==> config.mk <==
export PLATFORM = sky130hd
export DESIGN_NAME = protector_lock
export DESIGN_NICKNAME = d
export VERILOG_FILES = /design/src/rtl/protector_lock.sv
export SDC_FILE = /design/constraint.sdc
export NUM_CORES = 1
export LEC_CHECK = 0
export CAP_MARGIN = 20
export CORE_AREA = 4 4 98 100
export CTS_CLUSTER_DIAMETER = 100
export DETAILED_ROUTE_END_ITERATION = 8
export DIE_AREA = 0 0 102 104
export GPL_TIMING_DRIVEN = 0
export PLACE_DENSITY_LB_ADDON = 0.25
export SETUP_SLACK_MARGIN = 0.5
export SKIP_CTS_REPAIR_TIMING = 1
export SLEW_MARGIN = 40
export SYNTH_ARGS = -nofsm -noshare
export SYNTH_HDL_FRONTEND = slang
export SYNTH_SLANG_ARGS = --single-unit
==> constraint.sdc <==
create_clock -name clk -period 3.65 [get_ports clk]
set_clock_uncertainty 0.2 [all_clocks]
set_input_delay 0.73 -clock clk [delete_from_list [all_inputs] [get_ports clk]]
set_output_delay 0.73 -clock clk [all_outputs]
set_load 0.05 [all_outputs]
==> src/rtl/protector_lock.sv <==
// protector_lock: keypad arm/disarm guard fed by PS/2 scan codes.
// Entering the stored CODE_LEN-digit code toggles the armed bit. The code
// can be reprogrammed at runtime while disarmed. Break (key release)
// sequences are filtered, Esc aborts an entry, and repeated wrong codes
// trigger a timed lockout.
//
// Ports:
//   clk           system clock, rising edge
//   reset         asynchronous active-low reset
//   ps2_data      received scan code, qualified by ps2_new_data
//   ps2_new_data  one-cycle strobe per received byte
//   prog_req      one-cycle request to load a new code (disarmed only)
//   on_out        armed
//   off_out       disarmed (always ~on_out)
//   prog_out      programming mode active
//   lock_out      lockout active
//   match_pulse   one-cycle strobe: correct code accepted / new code stored
//   fail_pulse    one-cycle strobe: wrong code rejected
//
// state   | meaning
// ENTRY   | collecting digits of the unlock code
// PROG    | collecting digits of a new code into the shadow register
// LOCKOUT | input ignored until the lock counter expires
module protector_lock #(
  parameter int                           CODE_LEN     = 4,
  parameter int                           DATA_W       = 8,
  parameter logic [CODE_LEN*DATA_W-1:0]   DEFAULT_CODE = 32'h7373747A,
  parameter logic [DATA_W-1:0]            BREAK_CODE   = 8'hF0,
  parameter logic [DATA_W-1:0]            CANCEL_CODE  = 8'h76,
  parameter int                           MAX_FAILS    = 3,
  parameter int                           LOCK_CYCLES  = 50_000_000
) (
  input  logic              clk,
  input  logic              reset,
  input  logic [DATA_W-1:0] ps2_data,
  input  logic              ps2_new_data,
  input  logic              prog_req,
  output logic              on_out,
  output logic              off_out,
  output logic              prog_out,
  output logic              lock_out,
  output logic              match_pulse,
  output logic              fail_pulse
);

  localparam int CODE_W = CODE_LEN * DATA_W;
  localparam int IDX_W  = (CODE_LEN > 1) ? $clog2(CODE_LEN) : 1;
  localparam int FAIL_W = $clog2(MAX_FAILS + 1);
  localparam int LOCK_W = (LOCK_CYCLES > 1) ? $clog2(LOCK_CYCLES) : 1;

  localparam logic [IDX_W-1:0]  LAST_IDX  = IDX_W'(CODE_LEN - 1);
  localparam logic [FAIL_W-1:0] FAIL_LAST = FAIL_W'(MAX_FAILS - 1);
  localparam logic [LOCK_W-1:0] LOCK_LOAD = LOCK_W'(LOCK_CYCLES - 1);
  localparam logic [CODE_W-1:0] TOP_MASK  = CODE_W'({DATA_W{1'b1}}) << (CODE_W - DATA_W);

  typedef enum logic [1:0] {ENTRY, PROG, LOCKOUT} state_t;

  state_t              state_q, state_nx;
  logic                armed_q, armed_nx;
  logic [CODE_W-1:0]   code_q, code_nx;
  logic [CODE_W-1:0]   shadow_q, shadow_nx;
  logic [IDX_W-1:0]    idx_q, idx_nx;
  logic                mismatch_q, mismatch_nx;
  logic [FAIL_W-1:0]   fails_q, fails_nx;
  logic [LOCK_W-1:0]   lock_cnt_q, lock_cnt_nx;
  logic                break_q, break_nx;
  logic                match_q, match_nx;
  logic                fail_q, fail_nx;
  logic                prog_q, lock_q, off_q;

  logic                prog_take;
  logic                digit_valid;
  logic                hit;
  logic [CODE_W-1:0]   code_sh;
  logic [CODE_W-1:0]   slot_mask;
  logic [CODE_W-1:0]   slot_data;

  // Slot [idx] sits at the MSB end for idx=0; shift it to the top to read,
  // and shift a top-aligned mask/digit down to write.
  always_comb begin
    code_sh   = code_q << (int'(idx_q) * DATA_W);
    hit       = (code_sh[CODE_W-1 -: DATA_W] == ps2_data);
    slot_mask = TOP_MASK >> (int'(idx_q) * DATA_W);
    slot_data = (CODE_W'(ps2_data) << (CODE_W - DATA_W)) >> (int'(idx_q) * DATA_W);
  end

  always_comb begin
    state_nx    = state_q;
    armed_nx    = armed_q;
    code_nx     = code_q;
    shadow_nx   = shadow_q;
    idx_nx      = idx_q;
    mismatch_nx = mismatch_q;
    fails_nx    = fails_q;
    lock_cnt_nx = lock_cnt_q;
    break_nx    = break_q;
    match_nx    = 1'b0;
    fail_nx     = 1'b0;
    digit_valid = 1'b0;

    // A taken prog_req swallows any byte arriving in the same cycle.
    prog_take = prog_req && (state_q == ENTRY) && !armed_q;

    if ((state_q != LOCKOUT) && ps2_new_data && !prog_take) begin
      if (break_q)
        break_nx = 1'b0;
      else if (ps2_data == BREAK_CODE)
        break_nx = 1'b1;
      else
        digit_valid = 1'b1;
    end

    case (state_q)
      ENTRY: begin
        if (prog_take) begin
          state_nx    = PROG;
          idx_nx      = '0;
          mismatch_nx = 1'b0;
        end else if (digit_valid) begin
          if (ps2_data == CANCEL_CODE) begin
            idx_nx      = '0;
            mismatch_nx = 1'b0;
          end else if (idx_q == LAST_IDX) begin
            idx_nx      = '0;
            mismatch_nx = 1'b0;
            if (hit && !mismatch_q) begin
              armed_nx = !armed_q;
              match_nx = 1'b1;
              fails_nx = '0;
            end else begin
              fail_nx  = 1'b1;
              fails_nx = fails_q + FAIL_W'(1);
              if (fails_q == FAIL_LAST) begin
                state_nx    = LOCKOUT;
                lock_cnt_nx = LOCK_LOAD;
              end
            end
          end else begin
            idx_nx      = idx_q + IDX_W'(1);
            mismatch_nx = mismatch_q || !hit;
          end
        end
      end
      PROG: begin
        if (digit_valid) begin
          if (ps2_data == CANCEL_CODE) begin
            state_nx = ENTRY;
            idx_nx   = '0;
          end else begin
            shadow_nx = (shadow_q & ~slot_mask) | slot_data;
            if (idx_q == LAST_IDX) begin
              code_nx  = shadow_nx;
              match_nx = 1'b1;
              state_nx = ENTRY;
              idx_nx   = '0;
            end else begin
              idx_nx = idx_q + IDX_W'(1);
            end
          end
        end
      end
      LOCKOUT: begin
        break_nx = 1'b0;
        if (lock_cnt_q == '0) begin
          state_nx    = ENTRY;
          fails_nx    = '0;
          idx_nx      = '0;
          mismatch_nx = 1'b0;
        end else begin
          lock_cnt_nx = lock_cnt_q - LOCK_W'(1);
        end
      end
      default: state_nx = ENTRY;
    endcase
  end

  always_ff @(posedge clk or negedge reset) begin
    if (!reset) begin
      state_q    <= ENTRY;
      armed_q    <= 1'b0;
      code_q     <= DEFAULT_CODE;
      shadow_q   <= '0;
      idx_q      <= '0;
      mismatch_q <= 1'b0;
      fails_q    <= '0;
      lock_cnt_q <= '0;
      break_q    <= 1'b0;
      match_q    <= 1'b0;
      fail_q     <= 1'b0;
      prog_q     <= 1'b0;
      lock_q     <= 1'b0;
      off_q      <= 1'b1;
    end else begin
      state_q    <= state_nx;
      armed_q    <= armed_nx;
      code_q     <= code_nx;
      shadow_q   <= shadow_nx;
      idx_q      <= idx_nx;
      mismatch_q <= mismatch_nx;
      fails_q    <= fails_nx;
      lock_cnt_q <= lock_cnt_nx;
      break_q    <= break_nx;
      match_q    <= match_nx;
      fail_q     <= fail_nx;
      prog_q     <= (state_nx == PROG);
      lock_q     <= (state_nx == LOCKOUT);
      off_q      <= !armed_nx;
    end
  end

  assign on_out      = armed_q;
  assign off_out     = off_q;
  assign prog_out    = prog_q;
  assign lock_out    = lock_q;
  assign match_pulse = match_q;
  assign fail_pulse  = fail_q;

endmodule

# Word-level counts from Yosys, hierarchy flattened
# Cells that the tools add are included.
# op_classes
bitwise,4
shifts,3
muxes,65
n_eq_ne,19
n_addsub,3
n_reduce_logical,22
# op_table
operator,n
two-way mux 26 bit,7
one-hot mux 26 bit (2 select lines),1
two-way mux 2 bit,20
bitwise AND 32 bit,1
two-way mux 1 bit,32
inverter 32 bit,1
bitwise OR 32 bit,1
<< shifter 32 x 5 -> 32 bit,1
right shift 32 x 5 -> 32 bit,1
"right shift 32 x 5 -> 32 bit, first input constant",1
zero test 26 bit,1
"subtractor 26 x 1 -> 26 bit, second input constant",1
"!= test 2 bit, second input constant",7
one-hot mux 2 bit (3 select lines),2
"equality test 2 bit, second input constant",4
"equality test 8 x 7 -> 1 bit, second input constant",1
equality test 8 bit,1
"equality test 8 bit, second input constant",1
AND reduction 8 bit,1
AND reduction 3 bit,2
AND reduction 6 bit,1
logical AND 1 bit,5
zero test 1 bit,5
"adder 2 x 1 -> 2 bit, second input constant",2
12 further kinds,16
# totals
reg_bits,104
wordCells,130
out_inout_bits,6
inputBits,12

# Depth between registers and ports, before layout
# Gate-level depths: netlist (run 1).
# depth
depth_word,10
ltp_mapped,12
mapped_depth_nobuf,10

# Least setup slack after synthesis (run 1)
# Ideal clock, no wire load.
# synth_path
kind,input port to flip-flop
startpoint,input ps2_data[1]
endpoint,register lock_cnt_q[22]
cell_stages,9
t_arrival_ns,2.464
required_ns,3.332
slack_ns,0.868
path_cell_list,or3b_2 a211oi_1 nor2_1 and3_1 o31ai_4 a21oi_1 buf_6 a31o_1 a21o_1
# synth_between
elab_chain_len,6
word_cells_on_any_way,11
cone_classes,eq/ne: 6; mux: 3; reduce/logical: 2
# synth_rtl
item,line_no,rtl
start: declaration,35,"input logic [DATA_W-1:0] ps2_data,"
equality test 8 bit,107,else if (ps2_data == BREAK_CODE)
two-way mux 1 bit,107,
two-way mux 1 bit,105,if (break_q)
two-way mux 1 bit,104,if ((state_q != LOCKOUT) && ps2_new_data && !prog_take) begin
!= test 2 bit (no source line),n/a,
AND reduction 8 bit (no source line) *,n/a,
end signal: assignment,201,lock_cnt_q <= lock_cnt_nx;
end: declaration,65,"logic [LOCK_W-1:0] lock_cnt_q, lock_cnt_nx;"
# Every way passes the cells marked *; elsewhere a longest branch is shown, timed or not.
# A chain may end at the register's enable or synchronous reset.

# Final worst setup path (run 1)
# layout_path
startpoint,input ps2_data[4]
endpoint,register lock_cnt_q[15]
# Same word-level chain as after synthesis.

==> insert_results.sql, run 1 <==
INSERT INTO impl_metrics (metric_group, metric, value, unit) VALUES
('logic_synthesis', 'number_of_synthesized_flops_with_an_enable_pin', '0', ''),
('sta', 'timing.fmax', '320', 'MHz'),
('worst_setup_path', 'crit_buf_inv', '4', ''),
('route', 'detailroute.via_count', '4167', ''),
('placed_design', 'port_buffers', '16', ''),
('placed_design', 'place.detailed.instances', '648', ''),
('die', 'initial_utilization', '58.7', '%'),
('cells_and_area', 'layout.cells.most_common', 'sky130_fd_sc_hd__dfrtp_1', ''),
('sta', 'hold_viol', '0', ''),
('route', 'first_iter_violations', '414', ''),
('cells_and_area', 'most-common-layout-cells', 'sky130_fd_sc_hd__dfrtp_1 (76), sky130_fd_sc_hd__a21oi_1 (65), sky130_fd_sc_hd__nor2_1 (52), sky130_fd_sc_hd__nand2_1 (49), sky130_fd_sc_hd__nor2b_1 (27)', ''),
('logic_synthesis', 'flop_and_latch_count_out_of_synthesis', '96', ''),
('cts', 'worst_skew_pair_latency', '0.37', 'ns'),
('placed_design', 'gp_congestion', '0.926', ''),
('power', 'p_sw_share', '37.5', '%'),
('global_routing', 'first_global_vias', '4224', ''),
('cts', 'ctsLongestPathBuffers', '2', ''),
('global_routing', 'grt_max_degree', '50', ''),
('cts', 'cts.reportedPaths.clkPinSlew', '0.10', 'ns'),
('worst_setup_path', 'kind_of_cell_adding_the_most_delay_to_the_critical_path', 'buffers and inverters', ''),
('cts', 'tritoncts.num_buffers', '9', ''),
('placed_design', 'placement.setup.worst_slack', '-0.137', 'ns'),
('route', 'viasPerCell', '6.26', ''),
('global_routing', 'antenna_violations_before_repair', '0', ''),
('cells_and_area', 'postLayoutCoreUtil', '66.9', '%'),
('worst_setup_path', 'reg2reg_to', 'lock_cnt_q[15]', ''),
('sta', 'setup_viol_count_final', '0', ''),
('die', 'placement_rows', '34', ''),
('worst_setup_path', 'path_cells', 'clkdlybuf4s50_1 -> clkbuf_2 -> nor4b_2 -> nor3_2 -> o31ai_4 -> buf_6 -> buf_4 -> a21oi_1 -> xnor2_1 -> nand2_1', ''),
('cells_and_area', 'multi_input_comb_area', '2610', 'um^2'),
('logic_synthesis', 'yosys_most_used_dff', 'sky130_fd_sc_hd__dfrtp_1', ''),
('sta', 'finalWorstSetupSlack', '0.526', 'ns'),
('cts', 'htree_levels', '3', ''),
('route', 'final_antenna_net_count', '0', ''),
('sta', 'whs', '0.0755', 'ns'),
('worst_setup_path', 'critical_path.max_fanout', '10', ''),
('worst_setup_path', 'worst-endpoint-required', '3.69', 'ns'),
('logic_synthesis', 'yosysUniqueCellTypes', '60', ''),
('die', 'ioPinCount', '18', ''),
('worst_setup_path', 'timing.reg2reg.setup_slack', '0.59', 'ns'),
('sta', 'rsz0062_at_grt', 'true', ''),
('route', 'drt_first_pass_iters', '6', ''),
('power', 'vdd.ir_drop.worst', '0.263', 'mV'),
('die', 'core-area', '8680', 'um^2'),
('route', 'wl_per_cell', '19.0', 'um'),
('logic_synthesis', 'postSynthAreaPerCell', '9.75', 'um^2'),
('cts', 'clock_sinks', '96', ''),
('sta', 'tns', '0', 'ns'),
('sta', 'fin_crit', '3.12', 'ns'),
('logic_synthesis', 'synth_fp_nets', '547', ''),
('worst_setup_path', 'r2r_cells', '11', ''),
('worst_setup_path', 'critical-path-max-stage-delay', '0.53', 'ns'),
('cells_and_area', 'nNetsFinal', '577', ''),
('logic_synthesis', 'yosysWarningCount', '0', ''),
('global_routing', 'grt_first_pass_wirelength', '21100', 'um'),
('sta', 'max_slew_margin', '59.5', '%'),
('cts', 'tritoncts_clock_tree', 'done', ''),
('logic_synthesis', 'synth-async-reset-ratio', '100', '%'),
('die', 'die_area', '10600', 'um^2'),
('worst_setup_path', 'r2r_start', 'idx_q[1]', ''),
('worst_setup_path', 'critical_path.startpoint_type', 'input pin', ''),
('cts', 'cts_root_buf', 'sky130_fd_sc_hd__clkbuf_8', ''),
('run_status', 'outcome', 'finished clean', ''),
('die', 'die_w', '102', 'um'),
('cells_and_area', 'instances_no_fill', '666', ''),
('global_routing', 'grt_total_usage', '25.0', '%'),
('sta', 'timing_max_transition_violations_final', '0', ''),
('cells_and_area', 'regArea', '2430', 'um^2'),
('global_routing', 'gr-total-overflow', '0', ''),
('power', 'static-leakage-power', '2.38', 'nW'),
('cells_and_area', 'proportion_of_layout_cells_with_a_drive_suffix_above_1', '16.8', '%');
## synth_stat cells, drive strengths merged (2+ instances only)
cell	n	area (um^2)
a2111oi	4	41.3
xnor2	22	193
buf	10	78.8
dfrtp	76	1900
nor4b	4	35.0
o22ai	3	18.8
nor2b	27	169
dfstp	20	526
nand2	49	184
ha	12	150
a22o	24	210
clkbuf	18	67.6
a31oi	3	18.8
and4	4	35.0
nand2b	2	12.5
nor3	20	105
or4	4	30.0
nor4	4	31.3
and3	4	25.0
o211a	2	20.0
o21a	2	15.0
a21o	3	22.5
or3	2	17.5
xor2	4	35.0
nor2	54	205
nand3b	2	15.0
or3b	2	17.5
o41ai	2	17.5
a211oi	6	50.1
mux2i	7	70.1
mux4	4	90.1
and2	5	33.8
nand4b	2	17.5
inv	10	37.5
o21ai	9	45.0
nand3	14	75.1
nand4	6	37.5
mux2	3	33.8
a21oi	66	330
## per-stage QoR
stage / power, mW / cell area (um^2)
after floorplan: 2.73 / 5100
after global placement: 3.07 / 5390
after detailed placement: 3.14 / 5420
after CTS: 3.93 / 5640
after global routing: 4.26 / 5800
final: 4.00 / 5800
## how the worst max path moves through the flow
stage,startpoint,end,slack [ns],cells past startpoint
after floorplan,ps2_data[1],lock_cnt_q[22],0.87,9
after global placement,reset,lock_cnt_q[2],-1.77,1
after detailed placement,ps2_data[3],lock_cnt_q[19],-0.14,11
after CTS,ps2_data[3],lock_cnt_q[15],0.21,11
after global routing,ps2_data[4],lock_cnt_q[15],0.46,10
final,ps2_data[4],lock_cnt_q[15],0.53,10
## final cells by class
| class | count | share of cell area (%) |
|---|---|---|
| multi-input cells | 389 | 44.9 |
| flip-flops and latches | 96 | 41.8 |
| repair buffers | 19 | 3.51 |
| plain buffers | 28 | 2.95 |
| clock buffers | 11 | 2.44 |
| well taps | 108 | 2.33 |
| clock inverters | 5 | 1.38 |
| inverters | 10 | 0.647 |
## sequential cells by signal, summed over array words and instances, names as in the netlist, 2 cells and up
| signal | flops |
|---|---|
| idx_q | 2 |
| fails_q | 2 |
| shadow_q | 24 |
| code_q | 32 |
| state_q | 2 |
| lock_cnt_q | 26 |
## cells by family (layout without fill, tap and decap cells)
| kind of cell | Yosys count | after routing | synth area share [%] |
|---|---|---|---|
| AO/OA/AOI/OAI | 129 | 129 | 16.6 |
| XOR/XNOR | 26 | 26 | 4.47 |
| adder cells (fa/ha/maj) | 12 | 12 | 2.95 |
| buffers and inverters | 38 | 73 | 3.61 |
| flip-flops | 96 | 96 | 47.6 |
| multiplexers | 14 | 14 | 3.80 |
| AND/OR/NAND/NOR | 208 | 208 | 20.9 |
## routing by layer
layer  global-route usage, %  vias up  share of wire [%]
met3                    4.76       35                6.9
met4                    11.6        0                2.7
li1                        -     1923                  -
met1                    35.6     2037                 44
met5                       0        -                  0
met2                    36.8      172                 46
## power by group through the flow
stage	clock, mW	sequential, mW	combinational (mW)
floorplan	0	1.64	1.09
global placement	0	1.69	1.39
detailed placement	0	1.70	1.43
CTS	0.792	1.69	1.45
global route	0.833	1.74	1.69
finish	0.779	1.70	1.52
No activity file was read; power rests on OpenSTA's default activity.
==> run 2, diff against run 1 <==
Settings changed: CORE_AREA 4 4 98 100 to 4 4 102 104, DIE_AREA 0 0 102 104 to 0 0 106 108.
==> run 2 against run 1 <==
Final area rose by 0.37%. Sequential power hardly changed. First-iteration DRC count shrank 17%. Worst setup slack gained 0.029 ns. Global-route usage shrank 1.9 points. Core utilization decreased by 5.9 points. Largest power group unchanged.
==> insert_results.sql, run 2 (synthesis results as in run 1) <==
INSERT INTO impl_metrics (metric_group, metric, value, unit) VALUES
('worst_setup_path', 'critical_path.max_fanout', '10', ''),
('die', 'die_w', '106', 'um'),
('worst_setup_path', 'path_common_cell', 'sky130_fd_sc_hd__buf_6', ''),
('global_routing', 'first_global_vias', '3991', ''),
('run_status', 'outcome', 'finished clean', ''),
('worst_setup_path', 'critical_path.startpoint_type', 'input pin', ''),
('power', 'static-leakage-power', '2.39', 'nW'),
('worst_setup_path', 'path_cells', 'clkdlybuf4s50_1 -> clkbuf_2 -> nor4b_1 -> nor3_1 -> o31ai_4 -> buf_6 -> buf_6 -> a21oi_1 -> xnor2_1 -> nand2_1', ''),
('worst_setup_path', 'worst_ep_arrival_time', '3.15', 'ns'),
('worst_setup_path', 'kind_of_cell_adding_the_most_delay_to_the_critical_path', 'buffers and inverters', ''),
('cts', 'ctsLongestPathBuffers', '2', ''),
('global_routing', 'gr-max-usage-layer', 'met2', ''),
('route', 'drt_first_pass_iters', '5', ''),
('route', 'routed_wl', '12800', 'um'),
('global_routing', 'grt_max_degree', '61', ''),
('cells_and_area', 'number_of_diodes_added_for_antenna_fixing', '0', ''),
('sta', 'whs', '0.0388', 'ns'),
('cts', 'worst_skew_pair_latency', '0.38', 'ns'),
('cts', 'clock_sinks', '96', ''),
('global_routing', 'grt_use_met1', '32.9', '%'),
('placed_design', 'port_buffers', '16', ''),
('cells_and_area', 'postLayoutCoreUtil', '61.0', '%'),
('worst_setup_path', 'worst-path-stages', '10', ''),
('cells_and_area', 'largest_register_ff_count', '32', ''),
('power', 'power_per_cell_area', '680', 'nW/um^2'),
('die', 'die_height', '108', 'um'),
('cells_and_area', 'most-common-layout-cells', 'sky130_fd_sc_hd__dfrtp_1 (76), sky130_fd_sc_hd__a21oi_1 (65), sky130_fd_sc_hd__nor2_1 (51), sky130_fd_sc_hd__nand2_1 (49), sky130_fd_sc_hd__nor2b_1 (27)', ''),
('die', 'core-area', '9550', 'um^2'),
('cts', 'tritoncts.num_buffers', '9', ''),
('placed_design', 'placement.setup.worst_slack', '-0.144', 'ns'),
('sta', 'fin_crit', '3.09', 'ns'),
('route', 'first_iter_violations', '345', ''),
('sta', 'timing.fmax', '323', 'MHz'),
('cells_and_area', 'max_flop_register', 'code_q', ''),
('die', 'ioPinCount', '18', ''),
('run', 'max_cap_violations', '0', ''),
('route', 'viasPerCell', '5.98', ''),
('cts', 'tritoncts_clock_tree', 'done', ''),
('cts', 'htree_levels', '3', ''),
('sta', 'worst_slew_pin_slew', '0.646', 'ns'),
('power', 'combinationalPowerShare', '39.0', '%'),
('power', 'p_sw_share', '37.9', '%'),
('worst_setup_path', 'r2r_cells', '11', ''),
('sta', 'max_slew_margin', '56.8', '%'),
('cts', 'cts.reportedPaths.clkPinSlew', '0.10', 'ns'),
('cells_and_area', 'layout.cells.most_common', 'sky130_fd_sc_hd__dfrtp_1', ''),
('global_routing', 'gr-total-overflow', '0', ''),
('worst_setup_path', 'critical-path-max-stage-delay', '0.53', 'ns'),
('die', 'die_area', '11400', 'um^2'),
('power', 'fin_total_pwr', '3.96', 'mW'),
('die', 'initial_utilization', '53.4', '%'),
('worst_setup_path', 'crit_buf_inv', '4', ''),
('power', 'p_clk_share', '18.3', '%'),
('sta', 'rsz0062_at_grt', 'true', ''),
('die', 'placement_rows', '36', ''),
('sta', 'finalWorstSetupSlack', '0.555', 'ns'),
('route', 'wl_per_cell', '18.4', 'um'),
('global_routing', 'antenna_violations_before_repair', '0', ''),
('worst_setup_path', 'worstSetupEndpointType', 'register', ''),
('route', 'final_antenna_net_count', '0', ''),
('placed_design', 'gp_congestion', '0.915', ''),
('cts', 'cts_root_buf', 'sky130_fd_sc_hd__clkbuf_8', ''),
('cells_and_area', 'nNetsFinal', '582', ''),
('power', 'internal-power', '2.46', 'mW'),
('route', 'drc', '0', ''),
('power', 'power.share.sequential', '42.8', '%'),
('cells_and_area', 'layout-area-overhead-vs-synth', '14.3', '%'),
('cells_and_area', 'top_regs', 'code_q x32, lock_cnt_q x26, shadow_q x24', ''),
('worst_setup_path', 'worst_path_max_delay_cell', 'sky130_fd_sc_hd__clkdlybuf4s50_1', ''),
('worst_setup_path', 'worst-endpoint-required', '3.70', 'ns'),
('worst_setup_path', 'crit_type', 'in2reg', ''),
('global_routing', 'grt_first_pass_wirelength', '20700', 'um'),
('route', 'detailroute.via_count', '4159', ''),
('global_routing', 'grt_total_usage', '23.1', '%'),
('power', 'net-switching-power', '1.50', 'mW'),
('sta', 'timing_max_transition_violations_final', '0', ''),
('global_routing', 'use_met2', '35.0', '%'),
('global_routing', 'grt_use_met3', '5.91', '%'),
('placed_design', 'dp.final_hpwl', '8720', 'um'),
('sta', 'post-route-period-util', '84.8', '%'),
('sta', 'hold_viol', '0', ''),
('cells_and_area', 'proportion_of_layout_cells_with_a_drive_suffix_above_1', '17.8', '%'),
('power', 'vdd.ir_drop.worst', '0.259', 'mV'),
('worst_hold_path', 'worst_hold_path_type', 'in2async', ''),
('sta', 'setup_viol_count_final', '0', '');
## run 2: layout make-up
class | count | area (um^2)
Inverter | 10 | 37.5
Clock inverter | 5 | 55.1
Multi-Input combinational cell | 389 | 2580
Timing Repair Buffer | 24 | 236
Tap cell | 133 | 166
Buffer | 28 | 173
Clock buffer | 11 | 151
Sequential cell | 96 | 2430
Fill cell | 819 | 3720
## run 2: final timing paths
check	from	endpoint	slack [ns]
min in group clk	code_q[5]	code_q[5]	0.26
hold reg to reg	code_q[5]	code_q[5]	0.26
hold / removal	reset	code_q[19]	0.04
setup reg to reg	idx_q[0]	lock_cnt_q[17]	0.61
max in group asynchronous	reset	code_q[14]	2.55
setup / recovery	ps2_data[5]	lock_cnt_q[17]	0.56
## run 2: power by group through the flow
stage / logic (mW) / clock network, mW / registers [mW]
floorplan: 1.09 / 0 / 1.64
global placement: 1.40 / 0 / 1.69
detailed placement: 1.45 / 0 / 1.70
CTS: 1.46 / 0.731 / 1.68
global route: 1.70 / 0.781 / 1.73
finish: 1.54 / 0.723 / 1.69
## run 2: routing by layer
metal  vias to the layer above  part of all wire (%)
met1                      2061                    47
met5                         -                     0
met2                       151                    45
li1                       1926                     -
met4                         0                   1.8
met3                        21                   6.6
## run 2: stage by stage
stage / setup TNS (ns) / cell area (um^2) / cells
final: 0 / 5820 / 696
after global routing: 0 / 5820 / 696
after CTS: 0 / 5660 / 689
after detailed placement: -2.34 / 5450 / 673
after global placement: -152.19 / 5420 / 672
after floorplan: 0 / 5100 / 523
==> run 3, diff against run 2 <==
Clock period 3.65 ns to 2.9 ns, I/O delays scaled along.
==> run 3 against run 2 <==
Clock-buffer cell count is 1 higher. Critical path type is now reg2reg. The run now ends with negative setup slack left. Total power is 37% higher. Global-route usage is 0.26 points higher. Highest routed layer unchanged. Clock power is 25% higher. Non-clock buffer count is 29 higher. Critical path depth is 2 higher. Largest cell class unchanged. Via count is 6.6% higher. Flip-flop and latch count stayed put.
==> insert_results.sql, run 3 (synthesis results as in run 1) <==
INSERT INTO impl_metrics (metric_group, metric, value, unit) VALUES
('global_routing', 'gr-total-overflow', '0', ''),
('sta', 'hold_viol', '0', ''),
('worst_setup_path', 'worst_path_max_delay_cell', 'sky130_fd_sc_hd__mux4_2', ''),
('cts', 'ctsLongestPathBuffers', '2', ''),
('cells_and_area', 'proportion_of_layout_cells_with_a_drive_suffix_above_1', '30.6', '%'),
('power', 'p_clk_share', '16.6', '%'),
('cells_and_area', 'regArea', '2430', 'um^2'),
('die', 'core-area', '9550', 'um^2'),
('cells_and_area', 'layout-area-overhead-vs-synth', '28.8', '%'),
('cells_and_area', 'top_regs', 'code_q x32, lock_cnt_q x26, shadow_q x24', ''),
('worst_setup_path', 'crit_type', 'reg2reg', ''),
('worst_setup_path', 'critical_path.max_fanout', '7', ''),
('die', 'placement_rows', '36', ''),
('worst_setup_path', 'reg2reg_to', 'lock_cnt_q[9]', ''),
('cells_and_area', 'layout.cells.most_common', 'sky130_fd_sc_hd__dfrtp_1', ''),
('placed_design', 'place.detailed.instances', '673', ''),
('worst_setup_path', 'worst_ep_arrival_time', '2.98', 'ns'),
('die', 'die_height', '108', 'um'),
('worst_setup_path', 'r2r_cells', '12', ''),
('route', 'detailroute.via_count', '4435', ''),
('power', 'static-leakage-power', '2.71', 'nW'),
('cts', 'tritoncts.num_buffers', '9', ''),
('route', 'final_antenna_net_count', '0', ''),
('worst_setup_path', 'timing.critical_path.from', 'idx_q[0]', ''),
('cells_and_area', 'final.fill_count', '685', ''),
('worst_setup_path', 'endpoint', 'lock_cnt_q[9]', ''),
('cts', 'tritoncts_clock_tree', 'done', ''),
('power', 'internal-power', '3.30', 'mW'),
('sta', 'timing.fmax', '343', 'MHz'),
('power', 'fin_total_pwr', '5.41', 'mW'),
('sta', 'worst_slew_pin_slew', '1.05', 'ns'),
('route', 'wl_per_cell', '19.6', 'um'),
('global_routing', 'gr-max-usage-layer', 'met2', ''),
('route', 'routed_wl', '14200', 'um'),
('global_routing', 'grt_use_met3', '2.99', '%'),
('cells_and_area', 'max_flop_register', 'code_q', ''),
('global_routing', 'grt_max_degree', '55', ''),
('sta', 'max_slew_margin', '29.8', '%'),
('cts', 'worst_skew_pair_latency', '0.37', 'ns'),
('global_routing', 'antenna_violations_before_repair', '0', ''),
('worst_setup_path', 'critical_path.startpoint_type', 'register', ''),
('die', 'ioPinCount', '18', ''),
('run_status', 'outcome', 'finished, violations left', ''),
('die', 'initial_utilization', '53.4', '%'),
('sta', 'finalWorstSetupSlack', '-0.0188', 'ns'),
('global_routing', 'use_met2', '38.0', '%'),
('sta', 'tns', '-0.0348', 'ns'),
('global_routing', 'grt_total_usage', '23.4', '%'),
('sta', 'fin_crit', '2.92', 'ns'),
('worst_hold_path', 'worst_hold_path_type', 'reg2reg', ''),
('power', 'power_per_cell_area', '824', 'nW/um^2'),
('worst_setup_path', 'timing.reg2reg.setup_slack', '-0.02', 'ns'),
('power', 'vdd.ir_drop.worst', '0.448', 'mV'),
('cts', 'cts_root_buf', 'sky130_fd_sc_hd__clkbuf_8', ''),
('sta', 'rsz0062_at_grt', 'true', ''),
('placed_design', 'port_buffers', '16', ''),
('power', 'net-switching-power', '2.12', 'mW'),
('die', 'die_area', '11400', 'um^2'),
('cells_and_area', 'multi_input_comb_area', '2990', 'um^2'),
('route', 'drt_first_pass_iters', '5', ''),
('cells_and_area', 'number_of_diodes_added_for_antenna_fixing', '0', ''),
('global_routing', 'first_global_vias', '4089', ''),
('worst_setup_path', 'path_common_cell', 'sky130_fd_sc_hd__buf_6', ''),
('route', 'viasPerCell', '6.12', ''),
('die', 'die_w', '106', 'um'),
('run', 'max_cap_violations', '0', ''),
('sta', 'post-route-period-util', '101', '%'),
('placed_design', 'placement.setup.worst_slack', '-0.704', 'ns'),
('cts', 'htree_levels', '3', ''),
('cells_and_area', 'largest_register_ff_count', '32', ''),
('cts', 'cts.reportedPaths.clkPinSlew', '0.09', 'ns'),
('run_status', 'failed_checks', 'negative setup slack', ''),
('power', 'power.share.sequential', '40.4', '%'),
('sta', 'setup_viol_count_final', '2', ''),
('cells_and_area', 'postLayoutCoreUtil', '68.8', '%'),
('global_routing', 'grt_first_pass_wirelength', '21000', 'um'),
('worst_setup_path', 'path_cells', 'buf_8 -> mux4_2 -> xor2_1 -> nor3_2 -> nand3_2 -> o31ai_4 -> buf_6 -> buf_6 -> buf_6 -> a21oi_2 -> xnor2_1 -> nor2_1', ''),
('sta', 'timing_max_transition_violations_final', '0', ''),
('worst_setup_path', 'worst-endpoint-required', '2.96', 'ns'),
('route', 'drc', '0', ''),
('cts', 'clock_sinks', '96', ''),
('placed_design', 'gp_congestion', '0.939', ''),
('cells_and_area', 'nNetsFinal', '611', ''),
('worst_setup_path', 'worstSetupEndpointType', 'register', ''),
('route', 'first_iter_violations', '313', ''),
('cells_and_area', 'most-common-layout-cells', 'sky130_fd_sc_hd__dfrtp_1 (71), sky130_fd_sc_hd__a21oi_1 (54), sky130_fd_sc_hd__nand2_1 (47), sky130_fd_sc_hd__nor2_1 (46), sky130_fd_sc_hd__buf_4 (33)', ''),
('worst_setup_path', 'r2r_start', 'idx_q[0]', ''),
('cells_and_area', 'instances_no_fill', '725', ''),
('power', 'p_sw_share', '39.1', '%'),
('worst_setup_path', 'critical-path-max-stage-delay', '0.50', 'ns'),
('global_routing', 'grt_use_met1', '31.1', '%'),
('power', 'combinationalPowerShare', '43.0', '%'),
('placed_design', 'dp.final_hpwl', '8740', 'um');
-- run 3: cell types whose count changed in the layout (fill, tap and decap cells not counted), sizes merged --
cell	previous run	this run
dlygate4sd3	0	1
inv	10	11
clkinvlp	2	0
buf	20	52
dlymetal6s2s	0	7
clkdlybuf4s50	15	8
clkbuf	28	25
-- run 3: critical path: cells and delay by family, from the launching register on --
| family | cells | cell delay, ns |
|---|---|---|
| DFF | 1 | 0.42 |
| xor gates and xnor gates | 2 | 0.39 |
| and+or+nand+nor | 3 | 0.39 |
| muxes | 1 | 0.50 |
| AOI/OAI and AO/OA | 2 | 0.35 |
| buffers and inverters | 4 | 0.55 |
-- run 3: cell type report --
class	count	area share, %
clock buffers	12	2.21
multi-input cells	389	45.6
repair buffers	53	7.85
plain buffers	28	3.39
inverters	10	0.572
clock inverters	4	0.800
well taps	133	2.53
flip-flops and latches	96	37.1
-- run 3: how the worst min path moves through the flow --
stage	slack (ns)	endpoint	from	cells after the start
6_report	0.26	code_q[5]	code_q[5]	2
3_5_place_dp	0.25	code_q[5]	code_q[5]	2
5_1_grt	0.27	code_q[4]	code_q[4]	2
4_1_cts	-0.03	lock_cnt_q[13]	reset	1
3_3_place_gp	0.24	code_q[4]	code_q[4]	2
2_1_floorplan	0.08	break_q	reset	0
-- run 3: per-layer routing --
layer	routed length, um	part of all wire, %
met3	820	5.8
met2	6850	48
met5	0	0
met4	728	5.1
met1	5800	41
-- run 3: power groups by stage --
stage	clock network [mW]	logic (mW)	registers, mW
CTS	0.915	1.81	2.12
global placement	0	1.75	2.13
detailed placement	0	1.79	2.14
global route	0.973	2.54	2.23
floorplan	0	1.39	2.07
finish	0.901	2.33	2.18
-- run 3: through the flow --
step | area [um^2] | hold WS (ns)
floorplan | 5130 | 0.0844
global placement | 5460 | 0.242
detailed placement | 5480 | 0.248
CTS | 5680 | -0.0310
global route | 6570 | 0.271
finish | 6570 | 0.260
